===== config.mk =====
export PLATFORM = sky130hd
export DESIGN_NAME = rr_stream_mux
export DESIGN_NICKNAME = d
export VERILOG_FILES = /design/src/rtl/rr_stream_mux.sv
export SDC_FILE = /design/constraint.sdc
export NUM_CORES = 1
export LEC_CHECK = 0
export CORE_AREA = 2 2 53 55
export CTS_BUF_LIST = sky130_fd_sc_hd__clkbuf_16
export CTS_CLUSTER_DIAMETER = 60
export DETAILED_ROUTE_END_ITERATION = 7
export DIE_AREA = 0 0 55 57
export PLACE_DENSITY = 0.75
export RECOVER_POWER = 25
export SLEW_MARGIN = 20
export SYNTH_ARGS = -nofsm -noshare
export SYNTH_HDL_FRONTEND = slang
export SYNTH_SLANG_ARGS = --single-unit

===== constraint.sdc =====
create_clock -name clk -period 2.14 [get_ports clk]
set_input_delay 0.321 -clock clk [delete_from_list [all_inputs] [get_ports clk]]
set_output_delay 0.321 -clock clk [all_outputs]
set_load 0.02 [all_outputs]

===== src/rtl/rr_stream_mux.sv =====
// rtl/rr_stream_mux.sv - round-robin N-to-1 stream multiplexer with a registered output stage
// Optional packet lock (hold grant until in_last) is enabled by defining RR_STREAM_MUX_PKT_LOCK_EN.
module rr_stream_mux #(
  parameter int  N     = 4,
  parameter int  WIDTH = 8,
  localparam int SW    = $clog2(N)
) (
  input  logic               clk,
  input  logic               rst_n,
  input  logic [N*WIDTH-1:0] in_data,
  input  logic [N-1:0]       in_valid,
  output logic [N-1:0]       in_ready,
`ifdef RR_STREAM_MUX_PKT_LOCK_EN
  input  logic [N-1:0]       in_last,
`endif
  output logic [WIDTH-1:0]   out_data,
  output logic [SW-1:0]      out_sel,
  output logic               out_valid,
  input  logic               out_ready
);

  logic [SW-1:0]    ptr;
  logic             load_en;
  logic             grant_found;
  logic [SW-1:0]    grant_idx;
  logic [SW-1:0]    cand_idx;
  logic [WIDTH-1:0] chan_data [N];
`ifdef RR_STREAM_MUX_PKT_LOCK_EN
  logic             lock_q;
`endif

  for (genvar i = 0; i < N; i++) begin : g_unpack
    assign chan_data[i] = in_data[i*WIDTH +: WIDTH];
  end

  assign load_en = !out_valid || out_ready;

  // Search starts one past the last grant so every waiting channel is reached within N grants.
  always_comb begin
    grant_found = 1'b0;
    grant_idx   = '0;
    cand_idx    = '0;
    for (int k = 1; k <= N; k++) begin
      cand_idx = SW'((int'(ptr) + k) % N);
      if (!grant_found && in_valid[cand_idx]) begin
        grant_found = 1'b1;
        grant_idx   = cand_idx;
      end
    end
`ifdef RR_STREAM_MUX_PKT_LOCK_EN
    // Mid-packet the last granted channel (ptr) is the only candidate.
    if (lock_q) begin
      grant_found = in_valid[ptr];
      grant_idx   = ptr;
    end
`endif
  end

  always_comb begin
    in_ready = '0;
    if (rst_n && load_en && grant_found) begin
      in_ready[grant_idx] = 1'b1;
    end
  end

  always_ff @(posedge clk or negedge rst_n) begin
    if (!rst_n) begin
      out_valid <= 1'b0;
      out_data  <= '0;
      out_sel   <= '0;
      ptr       <= SW'(N - 1);
`ifdef RR_STREAM_MUX_PKT_LOCK_EN
      lock_q    <= 1'b0;
`endif
    end else if (load_en) begin
      if (grant_found) begin
        out_valid <= 1'b1;
        out_data  <= chan_data[grant_idx];
        out_sel   <= grant_idx;
        ptr       <= grant_idx;
`ifdef RR_STREAM_MUX_PKT_LOCK_EN
        lock_q    <= !in_last[grant_idx];
`endif
      end else begin
        out_valid <= 1'b0;
      end
    end
  end

endmodule


# == After elaboration in Yosys (flattened, before gate mapping) ==
# Cells that the tools add are included.
# word_totals
reg_bits,13
out_inout_bits,15
word_cells,51
# op_classes
add_sub_neg,4
n_lt_le_gt_ge,7
n_mux,23
bitwise,1
n_reduce_logical,12
# ops
operator,count
$bmux 8 s2,1
$mux 8,2
$lt 2x3->1 const B,5
$mux 1,10
$bmux 1 s2,4
$mux 2,4
$logic_and 1x1->1,6
$add 2x1->2 const B,2
$add 2x2->2 const B,2
$logic_not 1->1,4
$mux 4,1
$ge 3x3->1 const B,1
$not 2->3,1
$demux 1 s2,1
$ge 2x1->1 const B,1
$reduce_and 2->1,1
$logic_or 1x1->1,1

# == Depth between registers and ports, before layout ==
# Gate-level depths: netlist (run 1).
# logic_depth
ltp_word,18
mapped_depth,6

# == Worst setup path before layout (run 1) ==
# Ideal clock, no wire load.
# synth_path
path_kind,register to output
startpoint,reg out_valid
endpoint,out in_ready[0]
t_arrival_ps,1630
path_slack_ps,189
path_stages_with_launch,6
n_path_buf,1
path_cell_list,dfrtp_1 > nor2b_1 > nor2_1 > clkbuf_1 > nand3b_1 > nor2_1
# synth_via
elab_chain_cells,5
# synth_rtl
element,line_no,text
"start, declared",18,"output logic out_valid,"
"start signal, assigned",68,out_valid <= 1'b0;
"start signal, assigned",77,out_valid <= 1'b1;
"start signal, assigned",85,out_valid <= 1'b0;
$logic_not 1->1,36,assign load_en = !out_valid || out_ready;
$logic_or 1x1->1,36,
$logic_and 1x1->1 (2 in series),61,if (rst_n && load_en && grant_found) begin
$mux 4,61,
"end, declared",12,"output logic [N-1:0] in_ready,"
# No other way between the ends.

# == Worst setup path after layout (run 1) ==
# layout_path
startpoint,reg ptr[1]
endpoint,out in_ready[1]
# layout_via
elab_chain_cells,18
word_cells_on_any_way,33
cone_classes,add/sub (4); order compare (2); mux (19); reduce/logical (8)
# layout_rtl
element,line_no,text
"start, declared",22,logic [SW-1:0] ptr;
"start signal, assigned",71,ptr <= SW'(N - 1);
"start signal, assigned",80,ptr <= grant_idx;
$add 2x1->2,44,cand_idx = SW'((int'(ptr) + k) % N);
$bmux 1 s2,45,if (!grant_found && in_valid[cand_idx]) begin
$mux 1 (implied by the code),45,
$mux 1,45,
$logic_not 1->1,45,
$logic_and 1x1->1,45,
$mux 1,45,
$logic_not 1->1,45,
(+2 left out),n/a,
$logic_not 1->1,45,
$logic_and 1x1->1,45,
$mux 2,45,
$lt 2x3->1 (implied by the code) / $ge 2x1->1 (equally long branches),62,in_ready[grant_idx] = 1'b1;
$logic_and 1x1->1 (implied by the code),62,
$mux 1 (implied by the code),62,
$demux 1 s2,62,
$mux 4 (*),61,
# Every way passes the cells marked *; elsewhere a longest branch is shown, timed or not. The select of a mux whose other input is x is not followed.

==> flow_summary.yaml, run 1 <==
status:
  status: "finished clean"
floorplanning:
  die_h_microns: 57
  die_area_sq_um: 3140
  start_util_pct: 33.2
  core_sq_um: 2620
  num_rows: 19
  fp.dieW_microns: 55
  ios: 54
clocking:
  numCtsBuffers: 3
  cts_buffer_depth: 2
  h-tree-depth: 1
  clk_latency_ns: 0.24
  cts_tree: "yes"
  clk_pin_slew_ns: 0.05
  cts-root-buf: "clkbuf_16"
  cts_sinks: 13
  ctsHoldBuffers: 0
grt:
  grt_overflow_total: 0
  grt_max_degree: 14
  first_global_vias: 984
  grt_util_all_layers_pct: 18.9
  grt_pass1_wl_microns: 4310
  antenna_found_initial: 0
hold_path:
  hold_class: "reg -> reg"
route:
  route.antenna.remaining_nets: 0
  drcViolationCount: 0
  dr.first_iter.drc_count: 17
  dr.pass1.iters: 4
  routedWlPerCell_microns: 13.8
  num_vias: 970
  viasPerCell: 5.05
  routed_wl_microns: 2640
setup_path:
  required_ns: 1.82
  max_stage_delay_ns: 0.58
  arrival_ns: 1.72
  critPathMaxFanout: 5
  worstSetupPathType: "reg -> out"
  crit_family: "flip-flops"
  end_kind: "primary output"
  crit_buf_inv: 1
  slowest_stage: "dfstp_2"
  crit_path_start_kind: "register"
  crit_path_cell_trace: "mux2_4 -> a22oi_4 -> and2_4 -> nor2_1 -> buf_2"
pwr:
  comb_power_share_pct: 44.8
  ir_drop_mv: 0.442
  p_switching_uw: 414
  p_clk_share_pct: 27.5
  power_mw: 1.28
  p_int_uw: 867
  p_per_area_nw_per_um2: 804
  p_seq_share_pct: 27.7
  p_sw_share_pct: 32.3
  p_leak_nw: 0.682
timing:
  tns_ns: 0
  grt_setup_unrepaired: "false"
  relSlewSlack_pct: 66.4
  report.final.slew_viol_count: 0
  worst_pin_slew_ns: 0.503
  clock_skew_ns: 0.00230
  hold_viol: 0
  fmaxAchievable_mhz: 490
  min_period_ns: 2.04
  min_period_over_period_pct: 95.4
  setup_viol: 0
synth:
  yosys_warnings: 0
  yosys.area.top_type: "dfrtp_1"
  netlist_area_sq_um: 868
  synth_ff_type: "dfrtp_1"
  ys_seq_elements: 13
  ys_top_cells_by_count: "a211oi_1 (16), nor2_1 (16), dfrtp_1 (11)"
  syn-instance-count: 91
  synth_edf_count: 0
  syn_nets: 130
  synthTopCellsByArea: "dfrtp_1 (32%), a211oi_1 (14%), mux2i_1 (9.2%)"
  async_flop_share_pct: 100
  ys_seq_area_share_pct: 37.8
  syn_area_per_cell_sq_um: 9.54
  synth_top_area_share_pct: 31.7
  synth.distinct_cells: 28
placed_design:
  routabilityCongestion: 0.787
  portBuffers: 53
  dp_hpwl_microns: 2110
final_layout:
  area_growth_pct: 83.4
  fill_cells: 245
  drive_gt1_share_pct: 20.5
  n_antenna_cell: 0
  final_nets: 201
  finalCoreUtilization_pct: 60.9
job:
  cap_violations: 0
## worst reg2reg max path, cell delays in order, from the launching register on
cell and delay [ns]:
dfstp_2 0.58, mux2_4 0.33, a22oi_4 0.17, and2_4 0.20
buf_4 0.19, mux2i_1 0.23, a211oi_1 0.09
## worst paths after layout
| path | start | endpoint | slack [ns] | cells after the start |
|---|---|---|---|---|
| setup / recovery | ptr[1]$_DFFE_PN1P_ | in_ready[1] | 0.1 | 5 |
| hold / removal | out_sel[1]$_DFFE_PN0P_ | out_sel[1]$_DFFE_PN0P_ | 0.51 | 2 |
| setup reg to reg | ptr[1]$_DFFE_PN1P_ | out_data[7]$_DFFE_PN0P_ | 0.23 | 6 |
| hold reg to reg | out_sel[1]$_DFFE_PN0P_ | out_sel[1]$_DFFE_PN0P_ | 0.51 | 2 |
| max in group asynchronous | rst_n | ptr[0]$_DFFE_PN1P_ | 1.12 | 2 |
| min in group asynchronous | rst_n | out_data[3]$_DFFE_PN0P_ | 0.54 | 2 |
## per-layer routing
metal / global-route usage (%) / share of wire (%) / up-vias
met4: 6.27 / 1.3 / 0
met3: 6.02 / 11 / 4
met1: 24.1 / 40 / 440
met2: 29.9 / 47 / 48
li1: - / - / 478
met5: 0 / 0 / -
## placed cells by master, fill, tap and decap left out, types with 3 or more instances in the layout
master,Yosys,layout
a211oi_1,16,16
clkbuf_16,0,3
nand2_1,4,4
buf_2,0,4
clkdlybuf4s50_1,0,45
a21boi_0,9,8
mux2i_1,8,8
buf_4,1,14
dfrtp_1,11,11
nor2_1,16,16
## repair_timing
| item | CTS | global route |
|---|---|---|
| setup buffers | 0 | 0 |
| setup endpoints to repair | 4 | 4 |
| gates resized for setup | 19 | 6 |
| pin swaps | 2 | 0 |
| endpoints found under the hold margin | 0 | 0 |
## per-stage QoR
step	instance area, sq um	worst slack [ns]	cells	hold WS, ns
detailed placement	1530	-0.407	188	0.510
floorplan	868	0.189	91	0.0254
finish	1590	0.0987	192	0.513
global placement	1530	-0.371	188	0.498
CTS	1610	0.00311	192	0.462
global route	1590	0.0259	192	0.533
## power groups by stage
stage          Sequential [mW]  Combinational (mW)  Clock, mW
2_1_floorplan            0.422               0.222          0
3_3_place_gp             0.353               0.564          0
3_5_place_dp             0.358               0.574          0
4_1_cts                  0.355               0.579      0.358
5_1_grt                  0.364               0.620      0.370
6_report                 0.355               0.574      0.352
## cells by family after synthesis
family                 Yosys count  share of synthesized area [%]
AOI/OAI and AO/OA               34                           29.8
buffers and inverters            4                           4.03
DFF                             13                           37.8
muxes                            9                           11.0
and+or+nand+nor                 31                           17.4
## cell type report
cell class                      instances  area (sq um)  share of cell area [%]
Tap cell                               31          38.8                    2.44
Inverter                                1          3.75                   0.236
Clock buffer                            3          75.1                    4.71
Sequential cell                        13           328                    20.6
Multi-Input combinational cell         74           519                    32.6
Timing Repair Buffer                   69           623                    39.1
Clock inverter                          1          5.00                   0.314
## sequential cells by signal, indices dropped and copies added, names as in the netlist
name and count:
out_data 8, out_sel 2, out_valid 1, ptr 2
Note: power is estimated with default switching activity, not from simulation.
==> run 2, diff against run 1 <==
- GPL_TIMING_DRIVEN: not set -> 0
==> run 2 against run 1 <==
Net effect: via count shrank 2.2%; final area grew 1.0%; global-route usage shrank 0.47 points.
==> flow_summary.yaml, run 2 (synthesis gave the netlist of run 1 again) <==
timing:
  fmaxAchievable_mhz: 486
  report.final.slew_viol_count: 0
  whs_ns: 0.209
  hold_viol: 0
  min_period_ns: 2.06
  clock_skew_ns: 0.000652
  worst_pin_slew_ns: 0.631
  tns_ns: 0
  min_period_over_period_pct: 96.1
  relSlewSlack_pct: 57.9
  setup_viol: 0
  grt_setup_unrepaired: "false"
grt:
  grt_max_degree: 16
  grt_overflow_total: 0
  first_global_vias: 893
  antenna_found_initial: 0
  grt_pass1_wl_microns: 4150
  grt_util_all_layers_pct: 18.4
floorplanning:
  ios: 54
  core_sq_um: 2620
  start_util_pct: 33.2
  die_h_microns: 57
  die_area_sq_um: 3140
  fp.dieW_microns: 55
  num_rows: 19
final_layout:
  fill_cells: 227
  multi_input_area_sq_um: 549
  final_cell_count_no_fill: 188
  final_nets: 197
  n_antenna_cell: 0
  largest_reg_flops: 8
  top_register: "out_data"
  drive_gt1_share_pct: 21.7
  final_cell_mix: "clkdlybuf4s50_1 (44), a211oi_1 (16), nor2_1 (15)"
  area_growth_pct: 85.3
  ff_latch_area_sq_um: 328
  final_common_cell: "clkdlybuf4s50_1"
  finalInstanceArea_sq_um: 1610
  largestRegisters: "out_data: 8 flops, out_sel: 2 flops, ptr: 2 flops"
  finalCoreUtilization_pct: 61.5
route:
  dr.pass1.iters: 4
  route.antenna.remaining_nets: 0
  drcViolationCount: 0
  dr.first_iter.drc_count: 10
  routed_wl_microns: 2560
  viasPerCell: 5.05
  routedWlPerCell_microns: 13.6
  num_vias: 949
setup_path:
  crit_path_start_kind: "register"
  required_ns: 1.82
  critPathMaxFanout: 4
  arrival_ns: 1.74
  worstSetupPathType: "reg -> out"
  end_kind: "primary output"
pwr:
  p_sw_share_pct: 32.2
  p_per_area_nw_per_um2: 800
  p_leak_nw: 0.672
  p_switching_uw: 414
  comb_power_share_pct: 45.4
  p_int_uw: 873
  p_seq_share_pct: 27.4
  ir_drop_mv: 0.530
  p_clk_share_pct: 27.2
clocking:
  cts_tree: "yes"
  cts-root-buf: "clkbuf_16"
  h-tree-depth: 1
  cts_sinks: 13
  clk_pin_slew_ns: 0.05
  cts_buffer_depth: 2
  numCtsBuffers: 3
  clk_latency_ns: 0.24
  ctsHoldBuffers: 0
placed_design:
  portBuffers: 53
  routabilityCongestion: 0.737
  post_dp_cell_area_sq_um: 1440
  placed_cells: 175
  dp_hpwl_microns: 1850
job:
  cap_violations: 0
hold_path:
  hold_class: "in -> async"
status:
  status: "finished clean"
==> run 2: area by class of cell <==
cell class                      count  area share (%)
Tap cell                           31            2.41
Multi-Input combinational cell     74            34.1
Clock buffer                        3            4.67
Clock inverter                      1           0.311
Timing Repair Buffer               63            36.2
Inverter                            1           0.233
Sequential cell                    13            20.4
Buffer                              2            1.71
==> run 2: critical path, stage by stage (launching register included) <==
cell	delay, ns
dfstp_2	0.56
mux2_4	0.32
a22oi_4	0.15
buf_4	0.14
nand2_1	0.06
nor2_1	0.11
buf_4	0.15
==> run 2: power by group through the flow <==
stage	clock network [mW]	registers [mW]	logic, mW
global placement	0	0.354	0.529
floorplan	0	0.422	0.222
finish	0.350	0.352	0.584
CTS	0.354	0.353	0.579
detailed placement	0	0.360	0.531
global route	0.373	0.363	0.631
==> run 2: stage by stage <==
step / power (mW) / worst slack (ns)
2_1_floorplan: 0.644 / 0.189
3_3_place_gp: 0.884 / -0.921
3_5_place_dp: 0.890 / -0.915
4_1_cts: 1.29 / 0.00633
5_1_grt: 1.37 / 0.00734
6_report: 1.29 / 0.0827
==> run 2: path summary, 6_finish.rpt <==
check                           cells past startpoint                 endpoint              startpoint  slack, ns
worst max-delay path                                6              in_ready[2]      ptr[1]$_DFFE_PN1P_       0.08
worst min-delay path                                1  out_data[3]$_DFFE_PN0P_                   rst_n       0.21
worst max register to register                      7  out_data[7]$_DFFE_PN0P_      ptr[1]$_DFFE_PN1P_       0.18
worst min register to register                      2   out_sel[1]$_DFFE_PN0P_  out_sel[1]$_DFFE_PN0P_       0.51
max in group asynchronous                           1   out_sel[1]$_DFFE_PN0P_                   rst_n       1.52
min in group clk                                    2   out_sel[1]$_DFFE_PN0P_  out_sel[1]$_DFFE_PN0P_       0.51
==> run 2: repair_timing <==
action                                  4_1_cts  5_1_grt
cloned                                        0        0
buffers inserted                             10        0
endpoints found under the setup margin       12       11
pin swaps                                     5        2
gates resized for setup                      29        6
==> run 2: routing by layer <==
metal	track usage [%]	part of all wire (%)	up-vias
met3	7.33	10	4
met5	0	0	-
met1	23.5	43	425
met4	7.32	1.1	0
met2	27.7	45	46
li1	-	-	474
==> run 3, diff against run 2 <==
- CORE_AREA: 2 2 53 55 -> 2 2 48 50
- DIE_AREA: 0 0 55 57 -> 0 0 50 52
- DONT_BUFFER_PORTS: not set -> 1
- PLACE_DENSITY: 0.75 -> not set
==> run 3 against run 2 <==
Net effect: setup slack got worse by 0.0077 ns; sequential share of layout area up 11 points; first-iteration DRC count fell by 20%.
==> flow_summary.yaml, run 3 (synthesis gave the netlist of run 1 again) <==
clocking:
  cts-root-buf: "clkbuf_16"
  clk_latency_ns: 0.24
  clk_pin_slew_ns: 0.05
  numCtsBuffers: 3
  cts_buffer_depth: 2
  cts_tree: "yes"
  h-tree-depth: 1
  cts_sinks: 13
setup_path:
  required_ns: 1.82
  reg2reg_slack_ns: 0.17
  crit_path_start_kind: "register"
  worstSetupPathType: "reg -> out"
  worstReg2RegEnd: "out_data[6]$_DFFE_PN0P_"
  arrival_ns: 1.74
  r2r-start: "ptr[1]$_DFFE_PN1P_"
  critPathLaunch: "ptr[1]$_DFFE_PN1P_"
  end_kind: "primary output"
  critPathMaxFanout: 6
  r2r.worst_path.cells: 6
grt:
  grt_overflow_total: 0
  grt_max_degree: 14
  antenna_found_initial: 0
  first_global_vias: 758
  grt_util_all_layers_pct: 19.2
  grt_pass1_wl_microns: 3630
route:
  viasPerCell: 5.74
  dr.first_iter.drc_count: 8
  routedWlPerCell_microns: 17.8
  routed_wl_microns: 2300
  drcViolationCount: 0
  dr.pass1.iters: 4
  route.antenna.remaining_nets: 0
  num_vias: 741
timing:
  min_period_ns: 2.06
  clock_skew_ns: 0.00774
  hold_viol: 0
  relSlewSlack_pct: 47.1
  min_period_over_period_pct: 96.5
  fmaxAchievable_mhz: 484
  worst_pin_slew_ns: 0.787
  layout_setup_ws_ns: 0.0750
  setup_viol: 0
  report.final.slew_viol_count: 0
  grt_setup_unrepaired: "true"
  whs_ns: 0.317
hold_path:
  hold_depth: 2
  min_from: "in_data[10]"
  worstHoldEndpoint: "out_data[2]$_DFFE_PN0P_"
  hold_class: "in -> reg"
floorplanning:
  core_sq_um: 2110
  fp.dieW_microns: 50
  die_area_sq_um: 2600
  ios: 54
  start_util_pct: 41.2
  die_h_microns: 52
  num_rows: 17
final_layout:
  final_common_cell: "a211oi_1"
  finalInstanceArea_sq_um: 1050
  largest_reg_flops: 8
  drive_gt1_share_pct: 23.8
  final_cell_count_no_fill: 129
  fill_cells: 204
  area_growth_pct: 20.7
  n_antenna_cell: 0
  largestRegisters: "out_data: 8 flops, out_sel: 2 flops, ptr: 2 flops"
  top_register: "out_data"
  final_cell_mix: "a211oi_1 (16), nor2_1 (11), dfrtp_1 (11)"
  final_nets: 141
status:
  status: "finished clean"
placed_design:
  dp_slack_ns: -0.100
  dp_hpwl_microns: 1580
  routabilityCongestion: 0.640
  placed_cells: 119
  portBuffers: 0
  post_dp_cell_area_sq_um: 903
pwr:
  p_leak_nw: 0.430
  ir_drop_mv: 0.614
  p_per_area_nw_per_um2: 1020
job:
  cap_violations: 0
-- run 3: power by group --
part           internal [mW]  total (mW)  switching [mW]
clock network          0.246       0.343          0.0967
logic                  0.138       0.301           0.163
registers              0.315       0.430           0.115
-- run 3: through the flow --
stage | power (mW) | TNS, ns | utilization (%)
3_3_place_gp | 0.695 | -0.471 | 42.9
2_1_floorplan | 0.644 | 0 | -
3_5_place_dp | 0.705 | -0.371 | 42.9
6_report | 1.07 | 0 | 49.8
5_1_grt | 1.14 | -0.0508 | 49.8
4_1_cts | 1.09 | 0 | 49.9
-- run 3: area by class of cell --
cell class,instances,area [sq um],share of cell area [%]
Sequential cell,13,328,31.3
Timing Repair Buffer,7,55.1,5.25
Tap cell,28,35.0,3.34
Clock inverter,1,3.75,0.358
Multi-Input combinational cell,74,523,49.9
Inverter,1,3.75,0.358
Clock buffer,3,75.1,7.16
Buffer,2,25.0,2.39
-- run 3: worst max path at each step --
stage                                    to
floorplan                       in_ready[0]
global placement                in_ready[0]
detailed placement              in_ready[3]
CTS                 out_data[6]$_DFFE_PN0P_
global route                    in_ready[3]
finish                          in_ready[3]
-- run 3: timing repair --
action,in CTS,in global routing
endpoints found under the hold margin,13,0
gates resized for setup,6,1
pin swaps,3,0
buffers inserted,6,0
hold buffers,1,0
endpoints found under the setup margin,4,10
-- run 3: worst max-delay path, stage by stage (launching register included) --
cell	delay (ns)
dfstp_2	0.58
nand2_1	0.06
a31oi_1	0.26
and2_1	0.23
nand3_1	0.15
nor2_2	0.24
-- run 3: metal layers --
metal | up-vias | share of wire [%] | global-route usage, % | wire length [microns]
met5 | - | 0 | 0 | 0
met2 | 35 | 50 | 30.9 | 1150
met4 | 0 | 0.39 | 6.94 | 9
met1 | 346 | 42 | 24.7 | 961
li1 | 358 | - | - | -
met3 | 2 | 7.8 | 4.89 | 179
